File: src/rtl/counter_event_logger.sv
// Timestamped event FIFO between the counter stage and host wire-out/trigger-in endpoints.
// Latency: a push shows on rec_out/level one cycle later; a pop advances the head one cycle later.
// Backpressure: none upstream; pushes into a full FIFO are dropped and counted unless a pop lands in the same cycle.
module counter_event_logger #(
    parameter int DEPTH    = 8,
    parameter int TS_WIDTH = 16
) (
    input  logic                   sys_clk,
    input  logic                   rst_n,
    input  logic [2:0]             evt_in,
    input  logic [7:0]             count1,
    input  logic [7:0]             count2,
    input  logic                   pop,
    input  logic                   clear,
    output logic [31:0]            rec_out,
    output logic [$clog2(DEPTH):0] level,
    output logic                   empty,
    output logic                   full,
    output logic                   overflow,
    output logic [7:0]             ovf_count
);

    localparam int AW = $clog2(DEPTH);
    localparam int LW = AW + 1;

    logic [31:0]         mem [DEPTH];
    logic [TS_WIDTH-1:0] ts;
    logic [AW-1:0]       wr_ptr;
    logic [AW-1:0]       rd_ptr;
    logic [AW-1:0]       rd_ptr_nxt;
    logic                push_req;
    logic                do_push;
    logic                do_pop;
    logic                drop;
    logic [7:0]          snap;
    logic [31:0]         rec_new;
    logic [LW-1:0]       level_nxt;
    logic [31:0]         rec_nxt;

    always_comb begin
        push_req   = |evt_in;
        do_pop     = pop && !empty;
        // A pop in the same cycle frees the slot, so a push into a full FIFO still lands.
        do_push    = push_req && (!full || pop);
        drop       = push_req && full && !pop;
        snap       = evt_in[2] ? count2 : count1;
        rec_new    = {ts, evt_in, 5'b0, snap};
        rd_ptr_nxt = rd_ptr + 1'b1;

        level_nxt = level;
        if (do_push && !do_pop) begin
            level_nxt = level + 1'b1;
        end else if (!do_push && do_pop) begin
            level_nxt = level - 1'b1;
        end

        // Show-ahead head: the new record bypasses memory when it becomes the head this cycle.
        rec_nxt = rec_out;
        if (level_nxt == '0) begin
            rec_nxt = '0;
        end else if (do_pop) begin
            rec_nxt = (level == LW'(1)) ? rec_new : mem[rd_ptr_nxt];
        end else if (level == '0) begin
            rec_nxt = rec_new;
        end
    end

    always_ff @(posedge sys_clk) begin
        if (do_push && !clear) begin
            mem[wr_ptr] <= rec_new;
        end
    end

    always_ff @(posedge sys_clk or negedge rst_n) begin
        if (!rst_n) begin
            ts        <= '0;
            wr_ptr    <= '0;
            rd_ptr    <= '0;
            level     <= '0;
            empty     <= 1'b1;
            full      <= 1'b0;
            overflow  <= 1'b0;
            ovf_count <= '0;
            rec_out   <= '0;
        end else if (clear) begin
            ts        <= '0;
            wr_ptr    <= '0;
            rd_ptr    <= '0;
            level     <= '0;
            empty     <= 1'b1;
            full      <= 1'b0;
            overflow  <= 1'b0;
            ovf_count <= '0;
            rec_out   <= '0;
        end else begin
            ts      <= ts + 1'b1;
            level   <= level_nxt;
            empty   <= (level_nxt == '0);
            full    <= (level_nxt == LW'(DEPTH));
            rec_out <= rec_nxt;
            if (do_push) begin
                wr_ptr <= wr_ptr + 1'b1;
            end
            if (do_pop) begin
                rd_ptr <= rd_ptr_nxt;
            end
            if (drop) begin
                overflow <= 1'b1;
                if (ovf_count != 8'hFF) begin
                    ovf_count <= ovf_count + 1'b1;
                end
            end
        end
    end

endmodule

File: config.mk
export PLATFORM = sky130hd
export DESIGN_NAME = counter_event_logger
export DESIGN_NICKNAME = d
export VERILOG_FILES = /design/src/rtl/counter_event_logger.sv
export SDC_FILE = /design/constraint.sdc
export NUM_CORES = 1
export LEC_CHECK = 0
export ABC_CLOCK_PERIOD_IN_PS = 8990
export BUFFER_PORTS_ARGS = -buffer_cell sky130_fd_sc_hd__buf_2
export CAP_MARGIN = 40
export CORE_MARGIN = 1
export CORE_UTILIZATION = 50
export DETAILED_ROUTE_END_ITERATION = 8
export PLACE_DENSITY_LB_ADDON = 0.2
export SLEW_MARGIN = 10
export SYNTH_ARGS = -nofsm -noshare
export SYNTH_HDL_FRONTEND = slang
export SYNTH_SLANG_ARGS = --single-unit
export TNS_END_PERCENT = 30
File: constraint.sdc
create_clock -name sys_clk -period 8.99 [get_ports sys_clk]
set_clock_uncertainty 0.15 [all_clocks]
set_input_delay 0.899 -clock sys_clk [delete_from_list [all_inputs] [get_ports sys_clk]]
set_output_delay 0.899 -clock sys_clk [all_outputs]
set_load 0.005 [all_outputs]
==> results of run 1 <==
cells in the final DEF (no fill, tap or decap), types with 18 or more instances in the layout:
cell and instances:
mux2i_1 28, mux4_2 54, edfxtp_1 216, nand2_1 25
o21a_1 19, dfrtp_1 62, nor2_1 72, buf_2 63
clkbuf_16 29, nand3_1 18
logic make-up after synthesis:
kind of cell               synth area share
muxes                                0.1364
DFF                                  0.6954
other                             0.0003224
xor gates and xnor gates            0.01807
buffers and inverters               0.01872
adders and majority gates          0.008605
AOI/OAI and AO/OA                   0.05389
and+or+nand+nor                     0.06863
registers in the layout, summed over array words and instances (netlist names):
| name | count |
|---|---|
| wr_ptr | 3 |
| overflow | 1 |
| level | 4 |
| ovf_count | 8 |
| ts | 16 |
| full | 1 |
| rec_out | 27 |
| empty | 1 |
| rd_ptr | 3 |
| mem | 216 |
worst paths after layout:
kind,from,to,cells past startpoint
worst max-delay path,pop,rec_out[19],7
worst min-delay path,rst_n,ts[10],1
worst max register to register,rd_ptr[0],rec_out[19],7
worst min register to register,overflow,overflow,2
max in group asynchronous,rst_n,empty,2
min in group sys_clk,overflow,overflow,2
area by class of cell:
type                    count  area (sq um)  area share
repair buffers             82         495.5     0.03717
inverters                   3         11.26   0.0008447
flip-flops and latches    280          8090      0.6069
multi-input cells         371          3420      0.2565
well taps                 285         356.6     0.02675
clock buffers              36         752.0     0.05641
clock inverters            16         206.4     0.01549
per-layer routing:
| layer | GRT usage | vias to the layer above | part of all wire |
|---|---|---|---|
| met5 | 0 | - | 0 |
| met4 | 0.05422 | 0 | 0.017 |
| met3 | 0.02522 | 32 | 0.044 |
| met2 | 0.3482 | 191 | 0.49 |
| met1 | 0.3016 | 3326 | 0.44 |
| li1 | - | 2845 | - |
power by group through the flow:
| stage | Clock, W | Sequential [W] | Combinational (W) |
|---|---|---|---|
| floorplan | 0 | 0.00153 | 0.000303 |
| global placement | 0 | 0.00153 | 0.000437 |
| detailed placement | 0 | 0.00153 | 0.000451 |
| CTS | 0.00122 | 0.00151 | 0.000454 |
| global route | 0.00127 | 0.00151 | 0.000489 |
| finish | 0.00120 | 0.00150 | 0.000448 |
through the flow:
step,hold slack (ps),setup WS (ps),total power [W]
floorplan,335.9,4806,0.001829
global placement,360.7,5336,0.001964
detailed placement,356.5,5143,0.001982
CTS,43.05,5700,0.003182
global route,49.01,5532,0.003271
finish,59.50,5759,0.003154
critical path, delay by kind of cell:
kind                   cells  cell delay, ps
and+or+nand+nor            3            1500
buffers and inverters      2             590
AOI/OAI and AO/OA          2             430
==> run metrics, run 1 <==
run status finished, final reports clean; mean number of vias per cell 5.959; slew at the pin closest to its max-slew limit 902.1 ps; number of flip-flops and latches in the synthesized netlist 280; count of fill cells added during filler insertion 1745; switching fraction of total power 0.2399; Hold-fix buffers, CTS 0; overflow left after global routing 0; Hold Crit Class in2async; design area 0.01333 sq mm; wire length of the first global-routing pass 38470 um; H-tree depth 1; number of antenna repair diodes 0; cell area after placement 0.01236 sq mm; Max rail drop VDD about 0.00013 V; total global-route track usage 0.2111; number of buffers added by the clock tree synthesis step 28; power density cells 236.6 mW/mm^2; top area cells in the synthesized netlist edfxtp_1, dfrtp_1, mux4_2; total DRC errors in the routed layout 0; clock net sink count 280; area of the die roughly 0.024 sq mm; most common cell in the netlist edfxtp_1; antenna violations before repair 0; sequential share of power 0.477; input/output buffers 64; count of final hold-check violations 0; starting utilization of the core area 0.5122; standby leakage power 4.695 nW; area share of the largest cell type after synthesis 0.5576; startpoint-to-endpoint class of the critical path in2reg; maximum clock frequency ~0.31 GHz; Post-Route Setup TNS 0 ps; RePlAce Congestion 0.7565; clk root buf clkbuf_16; critical-path maximum fanout 28; final instance count without filler cells 1073; Final Util 0.5871; number of setup buffers added after CTS 0; part of the total power dissipated in the clock network 0.381; crit path max-delay cell type nor2b_1; number of DRC violations after detailed-routing iteration 0 around 530; Final Critical Period 3231 ps; count of warnings emitted by yosys 0; post-placement cell count 1019; ports placed on the boundary 70; Die Span X 154.5 um; Main synth FF type edfxtp_1; max-capacitance violation count 0; leading area contributor after synthesis edfxtp_1; layout cell share with drive strength beyond 1 0.2678; hpwl dp 13570 um; later-pin clock latency in the skew report 530 ps; largest net degree at the start of global routing 76; placement row count 55; Detailed Routing Iterations Pass 1 5; cell area after technology mapping 0.01163 sq mm; fin crit share 0.3594; Final Net Count 797; CTS tree built; die span in y 154.5 um; maximum number of buffers from clock root to sink 3; net switching power figure 0.0007565 W; proportion of synthesized chip area in sequential cells 0.6954; kind of start point of the critical path input port; share of flip-flops with an asynchronous set or reset 0.2286; total count of max-transition violations in the final report 0; post-CTS clock slew at the launch and capture registers of the worst setup and hold paths 60 ps; signed area change from the synthesized netlist to the final layout 14.61%; Synth Instances approximately 690; combinational group share of total power 0.142; internal power contribution 0.002397 W; cell chain of the critical path buf_2 -> nor2b_1 -> nor3_1 -> or4_1 -> a221oi_4 -> buf_4 -> a2111oi_0; setup repair after global routing missed its margin false; most used standard cells in the synthesized netlist edfxtp_1, nor2_1, dfrtp_1; maximum single-stage delay on the critical path roughly 700 ps; Placeable Area between 0.02 and 0.025 sq mm; post-synth cell types 48; number of flops mapped to enable cells by yosys 216; vias post-DR 6394; post-cts gate resize count 0; required time reported for the critical path endpoint 9200 ps; DR WL/cell 22.75 um; setup-violating endpoint count in the final report 0; Post-Syn Area per Cell 16.81 sq um; aggregate routed wire length 24410 um; worst reg-to-reg setup slack 5810 ps; element type at the critical path end flop; remaining antenna violation count 0; crit path DAT ~3400 ps; worst-case headroom to the max-slew limit 0.3986; number of global-route vias before repair ~6700
Power figures use the tool's default switching activity.
==> run 2, diff against run 1 <==
ABC_CLOCK_PERIOD_IN_PS = 3100   (was 8990)
clock period = 3.1 ns   (was 8.99 ns; I/O delays follow)
==> run metrics, run 2 (synthesis results as in run 1) <==
mean number of vias per cell 5.939; CTS tree built; startpoint-to-endpoint class of the critical path in2reg; crit path max-delay cell type a222oi_1; worst path setup slack after routing about 250 ps; worst-case headroom to the max-slew limit 0.4684; critical-path maximum fanout 28; final hold slack 54.57 ps; power density cells just under 700 mW/mm^2; setup-violating endpoint count in the final report 0; remaining antenna violation count 0; Detailed Routing Iterations Pass 1 5; clk root buf clkbuf_16; maximum clock frequency ~0.35 GHz; largest net degree at the start of global routing 47; clock net sink count 280; total global-route track usage 0.2173; number of antenna repair diodes 0; layout cell share with drive strength beyond 1 0.2816; post-cts gate resize count 0; number of buffers added by the clock tree synthesis step 30; Hold Crit Class in2reg; Final Net Count 813; antenna violations before repair 0; multi-input logic area 0.003420 sq mm; slew at the pin closest to its max-slew limit 793.9 ps; die span in y roughly 150 um; worst slack at placement about 300 ps; Hold-fix buffers, CTS 3; max-capacitance violation count 0; run status finished, final reports clean; H-tree depth 1; element type at the critical path end flop; DR WL/cell 22.77 um; setup repair after global routing missed its margin false; Final Critical Period 2854 ps; cell chain of the critical path dlygate4sd3_1 -> buf_2 -> nor3_4 -> nor3_1 -> a222oi_1 -> a221oi_4 -> buf_12 -> a2111oi_0; total DRC errors in the routed layout 0; area of the die 0.02388 sq mm; largest register by flop count mem; crit path DAT 3120 ps; vias post-DR between 6000 and 7000; Placeable Area 0.02271 sq mm; standby leakage power 4.803 nW; maximum single-stage delay on the critical path around 710 ps; required time reported for the critical path endpoint 3360 ps; count of fill cells added during filler insertion 1680; total count of max-transition violations in the final report 0; post-placement cell count 1032; Die Span X 154.5 um; signed area change from the synthesized netlist to the final layout 16.52%; input/output buffers 64; RePlAce Congestion 0.8186; most common cell after layout, fill and taps aside edfxtp_1; kind of start point of the critical path input port; aggregate routed wire length roughly 25000 um; largest registers mem x216, rec_out x27, ts x16; count of final hold-check violations 0; later-pin clock latency in the skew report ~540 ps; leading cell types in the layout, fill and taps excluded edfxtp_1, nor2_1, buf_2; maximum number of buffers from clock root to sink 3; Max rail drop VDD ~0.00039 V; overflow left after global routing 0; post-CTS clock slew at the launch and capture registers of the worst setup and hold paths 60 ps; starting utilization of the core area 0.5122; Final Util 0.5969; number of global-route vias before repair 6858; wire length of the first global-routing pass 39240 um; number of DRC violations after detailed-routing iteration 0 about 450; ports placed on the boundary 70; hpwl dp roughly 15000 um; final instance count without filler cells 1091; area taken by flip-flops and latches 0.008090 sq mm; number of flip-flops in the largest register between 200 and 250; placement row count 55; fin crit share 0.9207; number of setup buffers added after CTS 0
==> run 2: cell count changes in the layout (fill, tap and decap cells not counted), moves of 2 or more <==
cell           before  now
buf_12              0    7
buf_4              16   23
dlygate4sd3_1       0    3
buf_16              2    0
clkbuf_16          29   31
clkbuf_8            0    2
==> run 2: metrics by stage <==
stage / power [W] / setup TNS, ps / instance area [sq um]
3_3_place_gp: 0.005747 / 0 / 12490
5_1_grt: 0.009684 / 0 / 13550
2_1_floorplan: 0.005303 / -57400 / 11650
4_1_cts: 0.009416 / 0 / 13550
6_report: 0.009332 / 0 / 13550
3_5_place_dp: 0.005797 / 0 / 12510
==> run 2: worst max-delay path, delay by kind of cell <==
family                 cells  cell delay (ps)
AOI/OAI and AO/OA          3             1160
buffers and inverters      3              940
and+or+nand+nor            2              680
==> run 2: final cells by class <==
class / instances / area share
clock buffers: 40 / 0.06120
flip-flops and latches: 280 / 0.5969
multi-input cells: 371 / 0.2523
inverters: 3 / 0.0008308
clock inverters: 16 / 0.01394
repair buffers: 96 / 0.04856
well taps: 285 / 0.02631
==> run 2: power breakdown <==
part | switching [W] | internal (W)
sequential | 0.000121 | 0.00425
combinational | 0.000732 | 0.000604
clock | 0.00141 | 0.00221
total | 0.00227 | 0.00707
==> run 2: worst paths after layout <==
check | slack, ps | cells past startpoint | endpoint | start
worst max-delay path | 250 | 8 | rec_out[18] | evt_in[0]
worst min-delay path | 50 | 2 | mem[2][2] | count2[2]
worst max register to register | 270 | 6 | rec_out[18] | empty
worst min register to register | 380 | 2 | overflow | overflow
max in group asynchronous | 2140 | 3 | ts[1] | rst_n
min in group asynchronous | 110 | 2 | ovf_count[1] | rst_n
==> run 2: metal layers <==
layer,wire (um),track usage
met5,0,0
met2,12490,0.3678
met1,10620,0.2977
met4,406,0.05752
met3,1325,0.03082
==> run 3, diff against run 2 <==
BUFFER_PORTS_ARGS = -buffer_cell sky130_fd_sc_hd__clkbuf_2   (was -buffer_cell sky130_fd_sc_hd__buf_2)
CAP_MARGIN = not set   (was 40)
==> run metrics, run 3 (synthesis results as in run 1) <==
run status finished, final reports clean; input/output buffers 64; number of setup buffers added after CTS 0; aggregate routed wire length roughly 25000 um; required time reported for the critical path endpoint 3340 ps; area of the die around 0.024 sq mm; Max rail drop VDD 0.0003865 V; largest registers mem x216, rec_out x27, ts x16; Hold Path Stages 2; maximum clock frequency ~0.35 GHz; hpwl dp around 15000 um; Placeable Area 0.02271 sq mm; setup-violating endpoint count in the final report 0; setup repair after global routing missed its margin false; slew at the pin closest to its max-slew limit a little over 900 ps; post-cts gate resize count 0; signed area change from the synthesized netlist to the final layout 15.89%; vias post-DR 6508; total global-route track usage 0.2205; post-placement cell count 1031; placement row count 55; RePlAce Congestion 0.7726; fin crit share 0.9118; crit path max-delay cell type or4_1; Hold Crit Class in2reg; wire length of the first global-routing pass around 40000 um; H-tree depth 1; count of final hold-check violations 0; final instance count without filler cells 1089; mean number of vias per cell around 6; critical-path maximum fanout 28; CTS tree built; leading cell types in the layout, fill and taps excluded edfxtp_1, nor2_1, clkbuf_2; number of DRC violations after detailed-routing iteration 0 480; Final Net Count 812; maximum single-stage delay on the critical path 580 ps; remaining antenna violation count 0; most common cell after layout, fill and taps aside edfxtp_1; starting utilization of the core area 0.5122; startpoint of the worst-slack reg-to-reg timing path full; layout cell share with drive strength beyond 1 0.2711; Detailed Routing Iterations Pass 1 5; startpoint-to-endpoint class of the critical path in2reg; category of cells accounting for the largest share of critical-path delay simple AND/OR/NAND/NOR gates; number of global-route vias before repair 7036; clock net sink count 280; total DRC errors in the routed layout 0; start point of the worst min-delay path count1[2]; length in cells of the worst reg-to-reg path 7; max-capacitance violation count 0; cell area after placement 0.01247 sq mm; design area 0.01348 sq mm; post-CTS clock slew at the launch and capture registers of the worst setup and hold paths 60 ps; DR WL/cell 23.09 um; total count of max-transition violations in the final report 0; Worst Hold Endpoint mem[0][2]; antenna violations before repair 0; cell chain of the critical path dlygate4sd3_1 -> clkbuf_2 -> nor3_4 -> nor3_1 -> or4_1 -> a221oi_4 -> buf_12 -> a2111oi_0; power density cells around 700 mW/mm^2; overflow left after global routing 0; later-pin clock latency in the skew report 540 ps; clk root buf clkbuf_16; endpoint of the most critical register-to-register path rec_out[17]; element type at the critical path end flop; kind of start point of the critical path input port; largest register by flop count mem; Die Span X 154.5 um; largest net degree at the start of global routing 65; die span in y 154.5 um; crit path buf inv count 3; number of flip-flops in the largest register roughly 220; worst reg-to-reg setup slack 360 ps; standby leakage power 4.749 nW; Final Critical Period 2826 ps; maximum number of buffers from clock root to sink 3; worst-case headroom to the max-slew limit 0.3868; Final Util 0.5936; crit path DAT 3070 ps; number of buffers added by the clock tree synthesis step 30; ports placed on the boundary 70; number of antenna repair diodes 0
[run 3: cell count changes in the layout (fill, tap and decap cells not counted)]
cell,change
inv_6,-1
buf_2,-63
clkinvlp_4,-3
clkbuf_2,+63
clkbuf_8,+1
buf_4,+1
buf_12,-2
clkbuf_1,+8
bufinv_16,-1
clkinv_1,-1
clkinv_2,-4
[run 3: how the worst max path moves through the flow]
stage                         start          end  depth (start not counted)
after global placement    evt_in[0]  rec_out[31]                          7
after floorplan                full    mem[5][0]                          5
final                     evt_in[0]  rec_out[17]                          8
after global routing      evt_in[0]  rec_out[15]                          8
after CTS                 evt_in[0]  rec_out[15]                          8
after detailed placement  evt_in[0]  rec_out[15]                          7
[run 3: metrics by stage]
step / total power (W) / hold WS [ps] / TNS [ps] / worst slack (ps)
final: 0.009221 / 57.08 / 0 / 273.6
after CTS: 0.009301 / 39.10 / 0 / 338.6
after detailed placement: 0.005796 / 358.4 / 0 / 347.6
after global placement: 0.005748 / 339.6 / 0 / 492.4
after global routing: 0.009563 / 60.34 / 0 / 48.24
after floorplan: 0.005303 / -135.6 / -57400 / -608.4
[run 3: area by class of cell]
| class | instances | area [sq um] |
|---|---|---|
| clock inverter | 6 | 103.9 |
| fill | 1712 | 9229 |
| inverter | 3 | 11.26 |
| tap | 285 | 356.6 |
| timing repair buffer | 95 | 625.6 |
| multi-input combinational | 371 | 3420 |
| sequential | 280 | 8090 |
| clock buffer | 49 | 873.3 |
[run 3: worst reg2reg max path: cells and delay by family (launching register included)]
family | cells | cell delay, ps
compound gates | 3 | 1060
simple gates | 2 | 620
buf+inv | 2 | 390
flops | 1 | 380
[run 3: layer usage]
layer / wire length [um] / share of wire / track usage
met5: 0 / 0 / 0
met4: 523 / 0.021 / 0.06223
met2: 12700 / 0.50 / 0.3730
met3: 1162 / 0.046 / 0.03082
met1: 10770 / 0.43 / 0.3011
[run 3: timing repair]
item | CTS | global route
endpoints found under the setup margin | 0 | 0
hold buffers | 3 | 0
endpoints found under the hold margin | 79 | 0
[run 3: power breakdown]
part           switching, W  leakage, nW  total, W  internal [W]
Sequential         0.000125         2.86   0.00438       0.00425
Combinational      0.000739         1.42   0.00134      0.000601
Clock               0.00135        0.473   0.00350       0.00216
